`src/rtl/rr_arb_pkg.sv`:
```
// Shared types and constants for the 4-way round-robin mux arbiter.
package rr_arb_pkg;

    typedef logic [1:0] src_t;
    typedef enum logic {IDLE, BURST} arb_state_t;

    localparam int N_REQ = 4;

    // Burst counter width; never collapse to zero bits when bursts are disabled.
    function automatic int cnt_w(input int max_burst);
        return (max_burst > 1) ? $clog2(max_burst) : 1;
    endfunction

endpackage

```
`src/rtl/mux_4_1.sv`:
```
// Parameterised 4:1 word multiplexer.
module mux_4_1 #(
    parameter int W = 4
) (
    input  logic [3:0][W-1:0] d,
    input  logic [1:0]        sel,
    output logic [W-1:0]      y
);

    assign y = d[sel];

endmodule

```
`src/rtl/rr_pick_4.sv`:
```
// Combinational rotating-priority pick: first set req bit at or after ptr.
module rr_pick_4
    import rr_arb_pkg::*;
(
    input  logic [N_REQ-1:0] req,
    input  src_t             ptr,
    output logic [N_REQ-1:0] gnt,
    output src_t             idx
);

    src_t cand;

    // Scan farthest-first so the candidate closest to ptr overwrites last.
    always_comb begin
        gnt  = '0;
        idx  = ptr;
        cand = ptr;
        for (int k = N_REQ - 1; k >= 0; k--) begin
            cand = ptr + src_t'(k);
            if (req[cand]) begin
                idx = cand;
                gnt = 4'b0001 << cand;
            end
        end
    end

endmodule

```
`src/rtl/rr_mux_arbiter_4.sv`:
```
// Round-robin arbiter over four requesters with optional locked bursts,
// feeding one registered valid/ready output stage.
module rr_mux_arbiter_4
    import rr_arb_pkg::*;
#(
    parameter int W         = 4,
    parameter int MAX_BURST = 4
) (
    input  logic             clk,
    input  logic             rst_n,
    input  logic [N_REQ-1:0] req,
    input  logic [N_REQ-1:0] lock,
    input  logic [W-1:0]     d0,
    input  logic [W-1:0]     d1,
    input  logic [W-1:0]     d2,
    input  logic [W-1:0]     d3,
    output logic [N_REQ-1:0] ack,
    output logic             out_valid,
    output logic [W-1:0]     out_data,
    output src_t             out_src,
    input  logic             out_ready
);

    localparam int CW = cnt_w(MAX_BURST);

    arb_state_t              state;
    src_t                    owner;
    src_t                    ptr;
    logic [CW-1:0]           cnt;

    logic [N_REQ-1:0][W-1:0] d_all;
    logic                    load;
    logic                    keep;
    src_t                    base;
    logic [N_REQ-1:0]        pick_gnt;
    src_t                    pick_idx;
    src_t                    g;
    logic [N_REQ-1:0]        gnt_oh;
    logic [W-1:0]            sel_data;
    logic                    burst_more;

    assign d_all = {d3, d2, d1, d0};
    assign load  = (~out_valid | out_ready) & (|req);

    // A burst owner that stopped requesting hands off to owner+1 in the same cycle.
    assign keep = (state == BURST) & req[owner];
    assign base = (state == BURST) ? src_t'(owner + 2'd1) : ptr;

    rr_pick_4 u_pick (
        .req (req),
        .ptr (base),
        .gnt (pick_gnt),
        .idx (pick_idx)
    );

    assign g      = keep ? owner : pick_idx;
    assign gnt_oh = keep ? (4'b0001 << owner) : pick_gnt;
    assign ack    = (load & rst_n) ? gnt_oh : '0;

    mux_4_1 #(.W(W)) u_mux (
        .d   (d_all),
        .sel (g),
        .y   (sel_data)
    );

    assign burst_more = (g == owner) & lock[owner] & ((int'(cnt) + 1) < MAX_BURST);

    always_ff @(posedge clk or negedge rst_n) begin
        if (!rst_n) begin
            out_valid <= 1'b0;
            out_data  <= '0;
            out_src   <= '0;
            ptr       <= '0;
            owner     <= '0;
            cnt       <= '0;
            state     <= IDLE;
        end else if (load) begin
            out_valid <= 1'b1;
            out_data  <= sel_data;
            out_src   <= g;
            case (state)
                IDLE: begin
                    if (lock[g] && MAX_BURST > 1) begin
                        state <= BURST;
                        owner <= g;
                        cnt   <= CW'(1);
                    end else begin
                        ptr <= g + 2'd1;
                    end
                end
                BURST: begin
                    if (burst_more) begin
                        cnt <= cnt + CW'(1);
                    end else begin
                        state <= IDLE;
                        cnt   <= '0;
                        ptr   <= g + 2'd1;
                    end
                end
                default: state <= IDLE;
            endcase
        end else if (out_valid && out_ready) begin
            out_valid <= 1'b0;
        end
    end

endmodule

```
`config.mk`:
```
export PLATFORM = sky130hd
export DESIGN_NAME = rr_mux_arbiter_4
export DESIGN_NICKNAME = d
export VERILOG_FILES = /design/src/rtl/rr_arb_pkg.sv /design/src/rtl/mux_4_1.sv /design/src/rtl/rr_pick_4.sv /design/src/rtl/rr_mux_arbiter_4.sv
export SDC_FILE = /design/constraint.sdc
export NUM_CORES = 1
export LEC_CHECK = 0
export ABC_AREA = 1
export ABC_CLOCK_PERIOD_IN_PS = 5500
export CAP_MARGIN = 25
export CORE_MARGIN = 4
export CORE_UTILIZATION = 54
export CTS_CLUSTER_SIZE = 28
export DETAILED_ROUTE_END_ITERATION = 8
export GPL_ROUTABILITY_DRIVEN = 0
export PLACE_DENSITY = 0.84
export SYNTH_ARGS = -nofsm -noshare
export SYNTH_HDL_FRONTEND = slang
export SYNTH_SLANG_ARGS = --single-unit
export TNS_END_PERCENT = 20
```
`constraint.sdc`:
```
create_clock -name clk -period 5.5 [get_ports clk]
set_input_delay 1.1 -clock clk [delete_from_list [all_inputs] [get_ports clk]]
set_output_delay 1.1 -clock clk [all_outputs]
set_load 0.02 [all_outputs]
```
== Yosys cells after proc, flatten, opt, wreduce, memory -nomap -nowiden ==
Index checks and enable logic that the tools add are counted.
W data, S select, Z words.

* Register bits: 14
* Input port bits: 27
* Word-level logic and storage cells: 83
* Output and inout port bits: 11

* $lt $le $gt $ge: 7
* Add/subtract/negate cells: 7
* Equal/unequal tests: 4
* Multiplexer cells: 39
* Reductions and logical operators: 6
* Shift-type cells: 5
* Bitwise gates (word level): 8

{| class="wikitable"
|+ Operators with widths
! operator !! number
|-
| $mux W4 || 7
|-
| $mux W2 || 10
|-
| $shl A1 B2 Y4 const A || 5
|-
| $lt A2 B3 Y1 const B || 6
|-
| $bmux W1 S2 || 7
|-
| $mux W1 || 11
|-
| $add A2 B1 Y2 const B || 4
|-
| $bmux W4 S2 || 1
|-
| $pmux W2 S2 || 2
|-
| $ne A2 B2 Y1 const B || 3
|-
| $reduce_and A3 Y1 || 2
|-
| $and A1 B1 Y1 || 5
|-
| $add A2 B2 Y2 const B || 2
|-
| $reduce_or A4 Y1 || 1
|-
| $add A2 B1 Y3 const B || 1
|-
| $lt A3 B3 Y1 const B || 1
|-
| $eq A2 B2 Y1 || 1
|-
| $not A1 Y1 || 2
|-
| $pmux W1 S2 || 1
|-
| $reduce_and A2 Y1 || 1
|-
| $reduce_bool A2 Y1 || 1
|-
| $logic_and A1 B1 Y1 || 1
|-
| $or A1 B1 Y1 || 1
|}

== Depth between registers and ports, before layout ==
Gate-level depths: netlist of the first run.

* Depth after elaboration: 15
* Mapped depth: 21
* Depth with buffers taken out: 20

== Hierarchy ==
Synthesis of the first run repeated with hierarchy kept, for this count alone.

* Cells, all modules: 271
* Area total of the unflattened synthesis: 1756.7 sq um

{| class="wikitable"
|+ By module, submodules not included
! module !! cells each !! sequential area each (sq um) !! times used !! area an instance (sq um)
|-
| rr_mux_arbiter_4 || 140 || 350.3 || 1 || 1071.0
|-
| rr_pick_4 || 84 || 0.0 || 1 || 489.2
|-
| mux_4_1 || 47 || 0.0 || 1 || 196.4
|}

== Worst setup path before layout of the first run ==
Ideal clock, no wire load.

* Path type: reg2out
* Start: register owner[0]
* End: output port ack[0]
* Data required time: 4.400 ns
* Stages on the path, launching flop included: 16
* Data arrival time: 2.614 ns
* Buffers on the path: 1
* Slack: 1.786 ns
* Path through: dfrtp_1 buf_2 inv_2 ha_1 nand2_1 o21ai_1 ha_1 inv_1 nand3_1 nand2_1 nand2_2 inv_1 nand2_1 nand3_1 o211ai_1 a311oi_1

* Word-level cells in the longest chain between the ends: 11

{| class="wikitable"
|+ Ends and longest elaborated chain
! what !! RTL line !! text
|-
| from (decl) || rr_mux_arbiter_4.sv:27 || <nowiki>src_t owner;</nowiki>
|-
| from (signal assigned) || rr_mux_arbiter_4.sv:85 || <nowiki>owner <= g;</nowiki>
|-
| $add A2 B1 Y2 || rr_mux_arbiter_4.sv:47 || <nowiki>assign base = (state == BURST) ? src_t'(owner + 2'd1) : ptr;</nowiki>
|-
| $mux W2 || rr_mux_arbiter_4.sv:47 ||
|-
| $add A2 B2 Y2 || rr_pick_4.sv:19 || <nowiki>cand = ptr + src_t'(k);</nowiki>
|-
| $bmux W1 S2 || rr_pick_4.sv:20 || <nowiki>if (req[cand]) begin</nowiki>
|-
| $mux W1 (not written as such) || rr_pick_4.sv:20 ||
|-
| $mux W4 (4 in a row) || rr_pick_4.sv:20 ||
|-
| $mux W4 (*) || rr_mux_arbiter_4.sv:57 || <nowiki>assign gnt_oh = keep ? (4'b0001 << owner) : pick_gnt;</nowiki>
|-
| $mux W4 (*) || rr_mux_arbiter_4.sv:58 || <nowiki>assign ack = (load & rst_n) ? gnt_oh : '0;</nowiki>
|-
| to (decl) || rr_mux_arbiter_4.sv:17 || <nowiki>output logic [N_REQ-1:0] ack,</nowiki>
|}

Every way passes the cells marked *; elsewhere a longest branch is shown, timed or not. The select of a mux whose other input is x is not followed.

== Worst setup path after layout of the first run ==
Same ends and word-level chain as after synthesis.

==> results of run 1 <==
-- cell type report --
class | count | area share
Multi-Input combinational cell | 179 | 0.533
Sequential cell | 14 | 0.177
Clock buffer | 4 | 0.0184
Timing Repair Buffer | 39 | 0.195
Tap cell | 31 | 0.0196
Inverter | 28 | 0.0570
-- through the flow --
stage	cell area [um^2]	instances	worst slack (ps)
after floorplan	1540	225	1790
after global placement	1940	291	1160
after detailed placement	1940	291	1090
after CTS	1980	295	779
after global routing	1980	295	435
final	1980	295	780
-- Yosys cell counts, types with 3 or more instances --
library cell               count  share of area
sky130_fd_sc_hd__nand2_4       3          0.022
sky130_fd_sc_hd__o21ai_0       7          0.023
sky130_fd_sc_hd__inv_1        22          0.054
sky130_fd_sc_hd__inv_2         3         0.0073
sky130_fd_sc_hd__dfrtp_1      14           0.23
sky130_fd_sc_hd__nand3_2       5          0.032
sky130_fd_sc_hd__o211ai_1      4          0.019
sky130_fd_sc_hd__a221oi_1      3          0.017
sky130_fd_sc_hd__nand4_1       3          0.012
sky130_fd_sc_hd__nor2_1       15          0.036
sky130_fd_sc_hd__nor3_1        3         0.0097
sky130_fd_sc_hd__nand3_1      30          0.097
sky130_fd_sc_hd__a21oi_1       9          0.029
sky130_fd_sc_hd__nand2_1      59           0.14
sky130_fd_sc_hd__ha_1         13           0.11
sky130_fd_sc_hd__nand2_2       9          0.036
sky130_fd_sc_hd__o21ai_1       3         0.0097
sky130_fd_sc_hd__buf_2         3         0.0097
-- cells by family (layout without fill, tap and decap cells) --
logic type                 count (synthesis)  after routing  share of synthesized area
AOI/OAI and AO/OA                         33             33                      0.146
xor gates and xnor gates                   1              1                    0.00568
adders and majority gates                 13             13                      0.105
buffers and inverters                     32             71                     0.0900
DFF                                       14             14                      0.227
and+or+nand+nor                          132            132                      0.426
-- layer usage --
| metal | vias to the layer above | part of all wire | track usage | routed length [um] |
|---|---|---|---|---|
| li1 | 833 | - | - | - |
| met1 | 742 | 0.48 | 0.301 | 1870 |
| met2 | 49 | 0.46 | 0.375 | 1790 |
| met3 | 0 | 0.055 | 0.0398 | 215 |
| met4 | 0 | 0 | 0.0212 | 0 |
| met5 | - | 0 | 0 | 0 |
-- sequential cells by signal, summed over array words and instances, names as in the netlist --
signal     cells
ptr            2
state          1
out_src        2
cnt            2
owner          2
out_valid      1
out_data       4
-- cells in the final DEF (no fill, tap or decap), types with 2 or more instances in the layout --
master	instances
sky130_fd_sc_hd__nor2_1	15
sky130_fd_sc_hd__dfrtp_1	14
sky130_fd_sc_hd__a21oi_1	9
sky130_fd_sc_hd__nand3_2	5
sky130_fd_sc_hd__o21ai_1	3
sky130_fd_sc_hd__nand2_4	3
sky130_fd_sc_hd__o211ai_1	4
sky130_fd_sc_hd__clkbuf_4	3
sky130_fd_sc_hd__ha_1	13
sky130_fd_sc_hd__nand3_1	30
sky130_fd_sc_hd__nand2_2	9
sky130_fd_sc_hd__nor3_1	3
sky130_fd_sc_hd__nand4_1	3
sky130_fd_sc_hd__buf_4	2
sky130_fd_sc_hd__clkdlybuf4s50_1	37
sky130_fd_sc_hd__nand2_1	59
sky130_fd_sc_hd__o21ai_0	7
sky130_fd_sc_hd__a221oi_1	3
sky130_fd_sc_hd__inv_1	22
sky130_fd_sc_hd__inv_2	3
sky130_fd_sc_hd__a31oi_1	2
-- final timing paths --
kind,end,from
setup / recovery,ack[0],owner[0]$_DFFE_PN0P_
hold / removal,ptr[1]$_DFFE_PN0P_,ptr[1]$_DFFE_PN0P_
setup reg to reg,owner[0]$_DFFE_PN0P_,owner[0]$_DFFE_PN0P_
hold reg to reg,ptr[1]$_DFFE_PN0P_,ptr[1]$_DFFE_PN0P_
max in group asynchronous,out_data[1]$_DFFE_PN0P_,rst_n
min in group asynchronous,out_data[3]$_DFFE_PN0P_,rst_n
-- critical path, stage by stage, from the launching register on --
cell and delay [ps]:
sky130_fd_sc_hd__dfrtp_1 590, sky130_fd_sc_hd__inv_2 170, sky130_fd_sc_hd__ha_1 380, sky130_fd_sc_hd__nand2_1 60
sky130_fd_sc_hd__o21ai_1 270, sky130_fd_sc_hd__ha_1 350, sky130_fd_sc_hd__inv_1 80, sky130_fd_sc_hd__nand3_1 100
sky130_fd_sc_hd__nand2_1 90, sky130_fd_sc_hd__nand2_2 80, sky130_fd_sc_hd__inv_1 80, sky130_fd_sc_hd__nand2_1 50
sky130_fd_sc_hd__nand3_1 70, sky130_fd_sc_hd__o211ai_1 90, sky130_fd_sc_hd__a311oi_1 230, sky130_fd_sc_hd__clkdlybuf4s50_1 650
==> metrics.yaml, run 1 <==
run_status: "completed"
ys_types: 34
timing.slew.headroom: 0.674
vias_in_the_first_global_route: 1481
via_count: 1624
syn-num-nets: 265
synth.cell_area_um2: 1540
period_share: 0.858
numClockSinks: 14
cts-buffers-inserted: 3
number_of_antenna_violating_nets_in_the_routed_design: 0
setup_viol_count_final: 0
post_synthesis_instance_total: 225
setup_total_negative_slack_ps: 0
cts_max_path_buffers: 2
tightestPinTransition_ps: 489
synth.yosys.seq_area_share: 0.227
crit_type: "flip-flop to output port"
dominantRegCellSynth: "sky130_fd_sc_hd__dfrtp_1"
async_flop_share: 1.00
critPathArrivalTime_ps: 3620
globalRouteTotalUtil: 0.220
place.detailed.hpwl_mm: 3.04
post_cts_resize_count: 0
crit_required_ps: 4400
drt_drc_violations_left: 0
antenna_cells_inserted: 0
area_growth_pct: 28.1
postCtsHoldBufs: 0
fillers: 237
final_max_slew_viol_count: 0
io_buffers: 37
drv.max_cap_violation_count: 0
floorplan.io_pins: 38
vias_per_cell: 5.51
grt_start_max_net_pins: 18
finish.net_count: 305
crit_path_end_kind: "output port"
worst_hold_path.num_cells: 2
final.hold.worst_slack_ps: 479
grt_pass1_wl_mm: 6.40
h-tree-depth: 1
timing.critical_path.from_type: "flip-flop"
ctsRootBufferMaster: "sky130_fd_sc_hd__clkbuf_4"
ff2ff_setup_slack_ps: 2000
worst_r2r_path_depth: 19
route.final.wire_length_mm: 3.88
die-height_um: 61.5
firstDrtPassIters: 4
final_core_util: 0.723
core_region_area_um2: 2730
synth-edff-count: 0
cts_tree: "done"
syn-mean-instance-area_um2: 6.86
die_w_um: 61.5
worst_hold_path_type: "flip-flop to flip-flop"
finalHoldViolations: 0
num_rows: 19
setup_bufs_post_cts: 0
ys.warnings.count: 0
ys_seq_elements: 14
finalWorstPathRequiredPeriod_ps: 4720
start_util: 0.564
regArea_um2: 350
rsz0062_at_grt: "no"
clkLatencyLatePin_ps: 270
wl_per_cell_um: 13.1
maxClockFrequency_ghz: 0.212
dr.first_iter.drc_count: 57
clk_transition_reported_paths_ps: 80
fin_skew_ps: 1.02
grt-ovfl-total: 0
number_of_antenna_violations_at_the_first_check_in_global_routing: 0
design.die.area_um2: 3780
final_layout_size_suffix_gt1_frac: 0.129
multi_input_comb_area_um2: 1050
critical_path.max_fanout: 10
Power of run 1 is not shown: default switching activity piles up to over one toggle a cycle in this logic, so the estimate is an artifact.
==> run 2, diff against run 1 <==
Settings changed: CTS_CLUSTER_DIAMETER from default to 40, SETUP_SLACK_MARGIN from default to 0.1.
==> results of run 2 <==
Final layout, timing and power as in run 1 (identical DEF).
Power of run 2 is left out for the same reason.
==> run 3, diff against run 2 <==
Settings changed: SLEW_MARGIN from default to 20.
==> results of run 3 <==
Final layout, timing and power as in run 1 (identical DEF).
Power of run 3 is left out for the same reason.
